**config.mk**
```make
export PLATFORM = sky130hd
export DESIGN_NAME = riscv_hazard_scoreboard
export DESIGN_NICKNAME = d
export VERILOG_FILES = /design/src/rtl/riscv_pipe_pkg.sv /design/src/rtl/hzd_src_match.sv /design/src/rtl/riscv_hazard_scoreboard.sv
export SDC_FILE = /design/constraint.sdc
export NUM_CORES = 1
export LEC_CHECK = 0
export BUFFER_PORTS_ARGS = -buffer_cell sky130_fd_sc_hd__buf_2
export CAP_MARGIN = 20
export CORE_MARGIN = 2
export CORE_UTILIZATION = 40
export CTS_CLUSTER_DIAMETER = 60
export DETAILED_ROUTE_END_ITERATION = 8
export GPL_TIMING_DRIVEN = 0
export PLACE_DENSITY_LB_ADDON = 0.12
export SLEW_MARGIN = 25
export SYNTH_ARGS = -nofsm -noshare
export SYNTH_HDL_FRONTEND = slang
export SYNTH_SLANG_ARGS = --single-unit
```
**constraint.sdc**
```tcl
create_clock -name clk_i -period 1.58 [get_ports clk_i]
set_input_delay 0.158 -clock clk_i [delete_from_list [all_inputs] [get_ports clk_i]]
set_output_delay 0.158 -clock clk_i [all_outputs]
set_load 0.03 [all_outputs]
```
**src/rtl/riscv_pipe_pkg.sv**
```systemverilog
// Shared pipeline types for the hazard scoreboard: the in-flight entry record and
// the register/forward-select constants.
package riscv_pipe_pkg;

  typedef struct packed {
    logic       valid;
    logic [4:0] rd;
    logic       wr;
    logic       ld;
  } sb_entry_t;

  localparam int         FWD_RF = 0;
  localparam logic [4:0] REG_X0 = 5'd0;

endpackage

```
**src/rtl/hzd_src_match.sv**
```systemverilog
// Youngest-match priority encoder for one source operand: picks the forwarding stage
// and flags a load result that is not yet available.
module hzd_src_match
  import riscv_pipe_pkg::*;
#(
  parameter int PIPE_DEPTH = 3,
  parameter int LOAD_LAT   = 2,
  parameter int FW         = $clog2(PIPE_DEPTH + 1)
) (
  input  sb_entry_t [PIPE_DEPTH:1] stages_i,
  input  logic [4:0]               src_i,
  input  logic                     used_i,
  output logic [FW-1:0]            sel_o,
  output logic                     unready_o
);

  always_comb begin
    // NOTE: defaults first so every path assigns both outputs and no latch is inferred.
    sel_o     = FW'(FWD_RF);
    unready_o = 1'b0;
    // Walk oldest to youngest so the lowest matching stage is written last and wins.
    for (int k = PIPE_DEPTH; k >= 1; k--) begin
      if (used_i && (src_i != REG_X0) && stages_i[k].valid && stages_i[k].wr &&
          (stages_i[k].rd == src_i)) begin
        sel_o     = FW'(k);
        unready_o = stages_i[k].ld && (k < LOAD_LAT);
      end
    end
  end

endmodule

```
**src/rtl/riscv_hazard_scoreboard.sv**
```systemverilog
// Parametrised forwarding / load-use hazard scoreboard between decode and execute.
// Optional performance counters are built only when HZD_PERF_CNT_EN is defined.
module riscv_hazard_scoreboard
  import riscv_pipe_pkg::*;
#(
  parameter int PIPE_DEPTH   = 3,
  parameter int LOAD_LAT     = 2,
  parameter int FLUSH_STAGES = 1,
  parameter int FW           = $clog2(PIPE_DEPTH + 1)
) (
  input  logic                  clk_i,
  input  logic                  rst_ni,
  input  logic                  issue_valid_i,
  input  logic [4:0]            issue_rs1_i,
  input  logic [4:0]            issue_rs2_i,
  input  logic                  issue_rs1_used_i,
  input  logic                  issue_rs2_used_i,
  input  logic [4:0]            issue_rd_i,
  input  logic                  issue_regwrite_i,
  input  logic                  issue_memread_i,
  input  logic                  flush_i,
  output logic                  stall_o,
  output logic                  issue_fire_o,
  output logic [FW-1:0]         fwd_a_o,
  output logic [FW-1:0]         fwd_b_o,
  output logic [PIPE_DEPTH-1:0] inflight_o,
  output logic [31:0]           stall_cnt_o,
  output logic [31:0]           flush_cnt_o
);

  if (LOAD_LAT < 1 || LOAD_LAT > PIPE_DEPTH) begin : g_bad_load_lat
    $error("riscv_hazard_scoreboard: LOAD_LAT must be within 1..PIPE_DEPTH");
  end
  if (FLUSH_STAGES < 0 || FLUSH_STAGES >= PIPE_DEPTH) begin : g_bad_flush_stages
    $error("riscv_hazard_scoreboard: FLUSH_STAGES must be within 0..PIPE_DEPTH-1");
  end

  sb_entry_t [PIPE_DEPTH:1] stages_q, stages_d;
  sb_entry_t                issue_entry;
  logic                     unready_a, unready_b;

  hzd_src_match #(.PIPE_DEPTH(PIPE_DEPTH), .LOAD_LAT(LOAD_LAT), .FW(FW)) u_match_a (
    .stages_i  (stages_q),
    .src_i     (issue_rs1_i),
    .used_i    (issue_rs1_used_i),
    .sel_o     (fwd_a_o),
    .unready_o (unready_a)
  );

  hzd_src_match #(.PIPE_DEPTH(PIPE_DEPTH), .LOAD_LAT(LOAD_LAT), .FW(FW)) u_match_b (
    .stages_i  (stages_q),
    .src_i     (issue_rs2_i),
    .used_i    (issue_rs2_used_i),
    .sel_o     (fwd_b_o),
    .unready_o (unready_b)
  );

  // Flush overrides stall: a redirected instruction never waits on its operands.
  assign stall_o      = issue_valid_i && !flush_i && (unready_a || unready_b);
  assign issue_fire_o = issue_valid_i && !stall_o && !flush_i;

  always_comb begin
    issue_entry.valid = 1'b1;
    issue_entry.rd    = issue_rd_i;
    issue_entry.wr    = issue_regwrite_i && (issue_rd_i != REG_X0);
    issue_entry.ld    = issue_memread_i;
  end

  // A flush kills the wrong-path entries in the youngest FLUSH_STAGES stages as they shift.
  always_comb begin
    stages_d    = '0;
    stages_d[1] = issue_fire_o ? issue_entry : '0;
    for (int k = 2; k <= PIPE_DEPTH; k++) begin
      stages_d[k] = (flush_i && (k - 1 <= FLUSH_STAGES)) ? '0 : stages_q[k-1];
    end
  end

  always_ff @(posedge clk_i or negedge rst_ni) begin
    // NOTE: sequential state uses non-blocking assignments so every stage samples pre-edge values.
    if (!rst_ni) begin
      stages_q <= '0;
    end else begin
      stages_q <= stages_d;
    end
  end

  always_comb begin
    inflight_o = '0;
    for (int k = 1; k <= PIPE_DEPTH; k++) begin
      inflight_o[k-1] = stages_q[k].valid;
    end
  end

`ifdef HZD_PERF_CNT_EN
  logic [31:0] stall_cnt_q, flush_cnt_q;

  always_ff @(posedge clk_i or negedge rst_ni) begin
    if (!rst_ni) begin
      stall_cnt_q <= '0;
      flush_cnt_q <= '0;
    end else begin
      if (stall_o && (stall_cnt_q != 32'hFFFF_FFFF)) stall_cnt_q <= stall_cnt_q + 32'd1;
      if (flush_i && (flush_cnt_q != 32'hFFFF_FFFF)) flush_cnt_q <= flush_cnt_q + 32'd1;
    end
  end

  assign stall_cnt_o = stall_cnt_q;
  assign flush_cnt_o = flush_cnt_q;
`else
  assign stall_cnt_o = 32'd0;
  assign flush_cnt_o = 32'd0;
`endif

endmodule

```
Word-level counts from Yosys, hierarchy flattened. Cells that the tools add are included.

Equality and inequality tests: 6. Muxes and demuxes: 10. Reductions and logical operators: 31.

Operator list (number): == test 5 bit (6); logical AND 1 bit (25); 2-to-1 mux 8 bit (2); nonzero test 5 bit (3); 2-to-1 mux 2 bit (6); zero test 1 bit (2); 2-to-1 mux 1 bit (2); logical OR 1 bit (1).

Register bits: 22. Input port bits: 23. Output and inout port bits: 73.

Logic depth before layout (Yosys ltp).
Depth after elaboration: 12. Gate-level depth with buffers: 6. Gate-level depth less buffers: 5.

Cells and area by module. From an unflattened synthesis, not the netlist that was laid out.

Cell total of the unflattened synthesis: 171. Area, all modules: 1729.2 um2.

By module, submodules not included: riscv_hazard_scoreboard (times used 1, cells each 111, area an instance 1273.7 um2); hzd_src_match (times used 2, cells each 30, area an instance 227.7 um2).

Worst setup path after synthesis. OpenSTA, ideal clock, no wires.

Path type: input to register. Start point: input issue_rs2_i[4]. End point: register stages_q (netlist bit inflight_o[0]). Data arrival time: 1.679 ns. Required time: 1.402 ns. Slack: -0.277 ns. Cell stages on the path: 6. Cells stage by stage: or4_1 > o21ai_2 > nor4_1 > o21a_1 > buf_6 > nor2_1.

Word-level cells in the longest chain between the ends: 12. Elaborated cells between the ends (all ways): 13. Classes of those cells: 1 x eq/ne; 2 x mux; 10 x reduce/logical.

RTL lines: start: declaration (RTL line riscv_hazard_scoreboard.sv:15) `input logic [4:0] issue_rs2_i,`; nonzero test 5 bit (RTL line hzd_src_match.sv:23) `if (used_i && (src_i != REG_X0) && stages_i[k].valid && stages_i[k].wr &&`; logical AND 1 bit (3 in a row) (RTL line hzd_src_match.sv:23); logical AND 1 bit (*) (RTL line hzd_src_match.sv:23); 2-to-1 mux 1 bit (*) (RTL line hzd_src_match.sv:23); logical OR 1 bit (*) (RTL line riscv_hazard_scoreboard.sv:59) `assign stall_o = issue_valid_i && !flush_i && (unready_a || unready_b);`; logical AND 1 bit (*) (RTL line riscv_hazard_scoreboard.sv:59); zero test 1 bit (*) (RTL line riscv_hazard_scoreboard.sv:60) `assign issue_fire_o = issue_valid_i && !stall_o && !flush_i;`; logical AND 1 bit (*) (2 in a row) (RTL line riscv_hazard_scoreboard.sv:60); net issue_fire_o (RTL line riscv_hazard_scoreboard.sv:23) `output logic issue_fire_o,`; 2-to-1 mux 8 bit (*) (RTL line riscv_hazard_scoreboard.sv:72) `stages_d[1] = issue_fire_o ? issue_entry : '0;`; end signal: assignment (RTL line riscv_hazard_scoreboard.sv:83) `stages_q <= stages_d;`; end: declaration (RTL line riscv_hazard_scoreboard.sv:38) `sb_entry_t [PIPE_DEPTH:1] stages_q, stages_d;`.

The timed path passes the listed nets; every way through them passes the cells marked *.

Worst setup path in the final report.
Start point: register stages_q[6] (netlist name). End point: output stall_o.

Word-level cells in the longest chain between the ends: 5. Elaborated cells between the ends (all ways): 8. Classes of those cells: 2 x eq/ne; 2 x mux; 4 x reduce/logical.

RTL lines: == test 5 bit (RTL line hzd_src_match.sv:24) `(stages_i[k].rd == src_i)) begin`; logical AND 1 bit (RTL line hzd_src_match.sv:23); 2-to-1 mux 1 bit (RTL line hzd_src_match.sv:23); logical OR 1 bit (*) (RTL line riscv_hazard_scoreboard.sv:59); logical AND 1 bit (*) (RTL line riscv_hazard_scoreboard.sv:59); end: declaration (RTL line riscv_hazard_scoreboard.sv:22) `output logic stall_o,`.

Mark *: on every way between the ends. The rest lies on a longest branch, timed or not.

==> qor.yml <==
status: "finished, violations left"
violations: "setup timing"
chipWidth_um: 68.0
critPathKind: "reg -> out"
ys_seq_area_frac: 0.336
final_util: 0.618
final_common_cell: "buf_4"
cts-root-buf: "clkbuf_8"
fillers: 349
grtUsageTotal: 0.123
vias_per_cell: 3.60
synth_seq_cells: 22
io_buffer_count: 31
grt_setup_unrepaired: "yes"
period_share: 1.25
syn_area_um2: 1640
crit_chain: "xnor2_1 > nand4_1 > nor4_4 > o21a_1 > buf_6 > and2_4 > buf_6"
setup_ws_ns: -0.392
reg2regPathDepth: 8
core_area_um2: 3970
start_util: 0.412
cp.required_ns: 1.42
fin_setup_tns_ns: -2.43
fp.dieH_um: 68.0
hold_viol: 0
path_clk_slew_ns: 0.08
p_leak_nw: 1.34
hold_class: "in -> reg"
drive_above_1_share: 0.472
grt_max_degree: 23
drv_cap: 0
n_antenna_cell: 0
crit_slowest_cell: "dfrtp_1"
drc_errors: 0
p_per_area_nw_per_um2: 664
hold_depth: 3
finalClockSkew_ns: 0.00270
grt_overflow: 0
synth_cells: 174
die_area_um2: 4620
first_global_vias: 955
path_delay_family: "simple AND/OR/NAND/NOR gates"
cts_sinks: 22
max_stage_delay_ns: 0.44
setup_viol: 13
rows: 23
yosys_warnings: 0
antenna_found_initial: 0
whs_ns: 0.110
cts_tree: "built"
path_max_fanout: 3
gp_congestion: 0.786
routedWlPerCell_um: 8.87
yosysUniqueCellTypes: 20
min_period_ns: 1.97
path_buf_inv: 2
start_kind: "flop"
p_total_mw: 1.63
dp_hpwl_um: 2440
cts_buffer_depth: 2
routed_wirelength_um: 2980
path_depth: 7
grt_pass1_wl_um: 4210
numCtsBuffers: 3
fmax_mhz: 507
final_cell_mix: "76 x buf_4, 64 x conb_1, 25 x buf_2, 22 x dfrtp_1, 21 x xnor2_1"
ir_drop_mv: 0.305
clock_latency_ns: 0.26
syn_avg_cell_area_um2: 9.41
htreeDepth: 1
nNetsFinal: 310
io_pins: 96
critPathCaptureType: "primary output"
first_iter_violations: 6
area_delta_synth_final_pct: 50.0
final_antenna_net_count: 0
cp.arrival_ns: 1.81
final-max-slew-violation-count: 0
dp_slack_ns: -0.374
drt_pass1_iterations: 3
vias: 1211
path_common_cell: "buf_6"
==> registers in the layout (all words and copies together) (netlist names) <==
name / flops
stages_q: 13
stages_d: 6
inflight_o: 3
==> layout make-up <==
type / instances / area [µm²] / area share
well taps: 50 / 62.6 / 0.0255
plain buffers: 68 / 514 / 0.209
clock inverters: 1 / 30.0 / 0.0122
repair buffers: 45 / 315 / 0.128
flip-flops and latches: 22 / 551 / 0.224
multi-input cells: 147 / 941 / 0.383
clock buffers: 3 / 41.3 / 0.0168
==> through the flow <==
| stage | cell area [µm²] | instances |
|---|---|---|
| 4_1_cts | 2410 | 332 |
| 6_report | 2450 | 336 |
| 3_3_place_gp | 2170 | 318 |
| 3_5_place_dp | 2170 | 318 |
| 2_1_floorplan | 1950 | 237 |
| 5_1_grt | 2450 | 336 |
==> per-layer routing <==
| metal | part of all wire | routed length, µm | track usage | vias up |
|---|---|---|---|---|
| met2 | 0.50 | 1500 | 0.231 | 54 |
| met1 | 0.39 | 1180 | 0.143 | 504 |
| met3 | 0.093 | 278 | 0.00822 | 2 |
| met4 | 0.0091 | 27 | 0.0525 | 0 |
| met5 | 0 | 0 | 0 | - |
| li1 | - | - | - | 651 |
==> logic make-up (layout without fill, tap and decap cells) <==
family | Yosys count | in the layout | synth area share
buffers and inverters | 68 | 117 | 0.314
and+or+nand+nor | 48 | 48 | 0.167
xor gates and xnor gates | 30 | 30 | 0.161
DFF | 22 | 22 | 0.336
AOI/OAI and AO/OA | 5 | 5 | 0.0191
other | 1 | 64 | 0.00229
==> worst reg2reg max path: cells and delay by family (launching register included) <==
kind / cells / cell delay, ns
xor gates and xnor gates: 1 / 0.17
and+or+nand+nor: 3 / 0.44
DFF: 1 / 0.44
buffers and inverters: 3 / 0.34
AOI/OAI and AO/OA: 1 / 0.18
==> synth_stat cells, drive strengths merged <==
library cell / count / share of area
nand2b: 5 / 0.019
xor2: 6 / 0.032
o21ai: 3 / 0.011
nor2b: 8 / 0.031
nor3: 1 / 0.0099
dfrtp: 22 / 0.34
nand4: 6 / 0.023
and2: 1 / 0.0054
nand2: 9 / 0.021
xnor2: 24 / 0.13
buf: 68 / 0.31
conb: 1 / 0.0023
o21a: 1 / 0.0046
nor2: 9 / 0.021
nor4: 4 / 0.015
a21oi: 1 / 0.0031
or4: 5 / 0.023
==> where the power goes <==
part / internal, mW / total [mW] / switching [mW]
registers: 0.580 / 0.595 / 0.0145
logic: 0.199 / 0.520 / 0.321
clock network: 0.338 / 0.514 / 0.176
total: 1.12 / 1.63 / 0.511
==> final timing paths <==
check                      slack (ns)            start             to
min in group asynchronous        0.38           rst_ni  inflight_o[0]
hold reg to reg                  0.38     stages_d[17]   stages_q[17]
max in group asynchronous        0.87           rst_ni    stages_q[2]
hold / removal                   0.11  issue_memread_i    stages_q[0]
setup / recovery                -0.39      stages_q[6]        stall_o
setup reg to reg                -0.09      stages_q[6]    stages_q[2]
==> repair_timing <==
action	in CTS	in global routing
hold buffers	1	0
setup buffers	9	5
hold endpoints to repair	22	0
endpoints found under the setup margin	14	14
resized for setup	20	4
pin swaps	12	11
(Power assumes the default switching activity.)
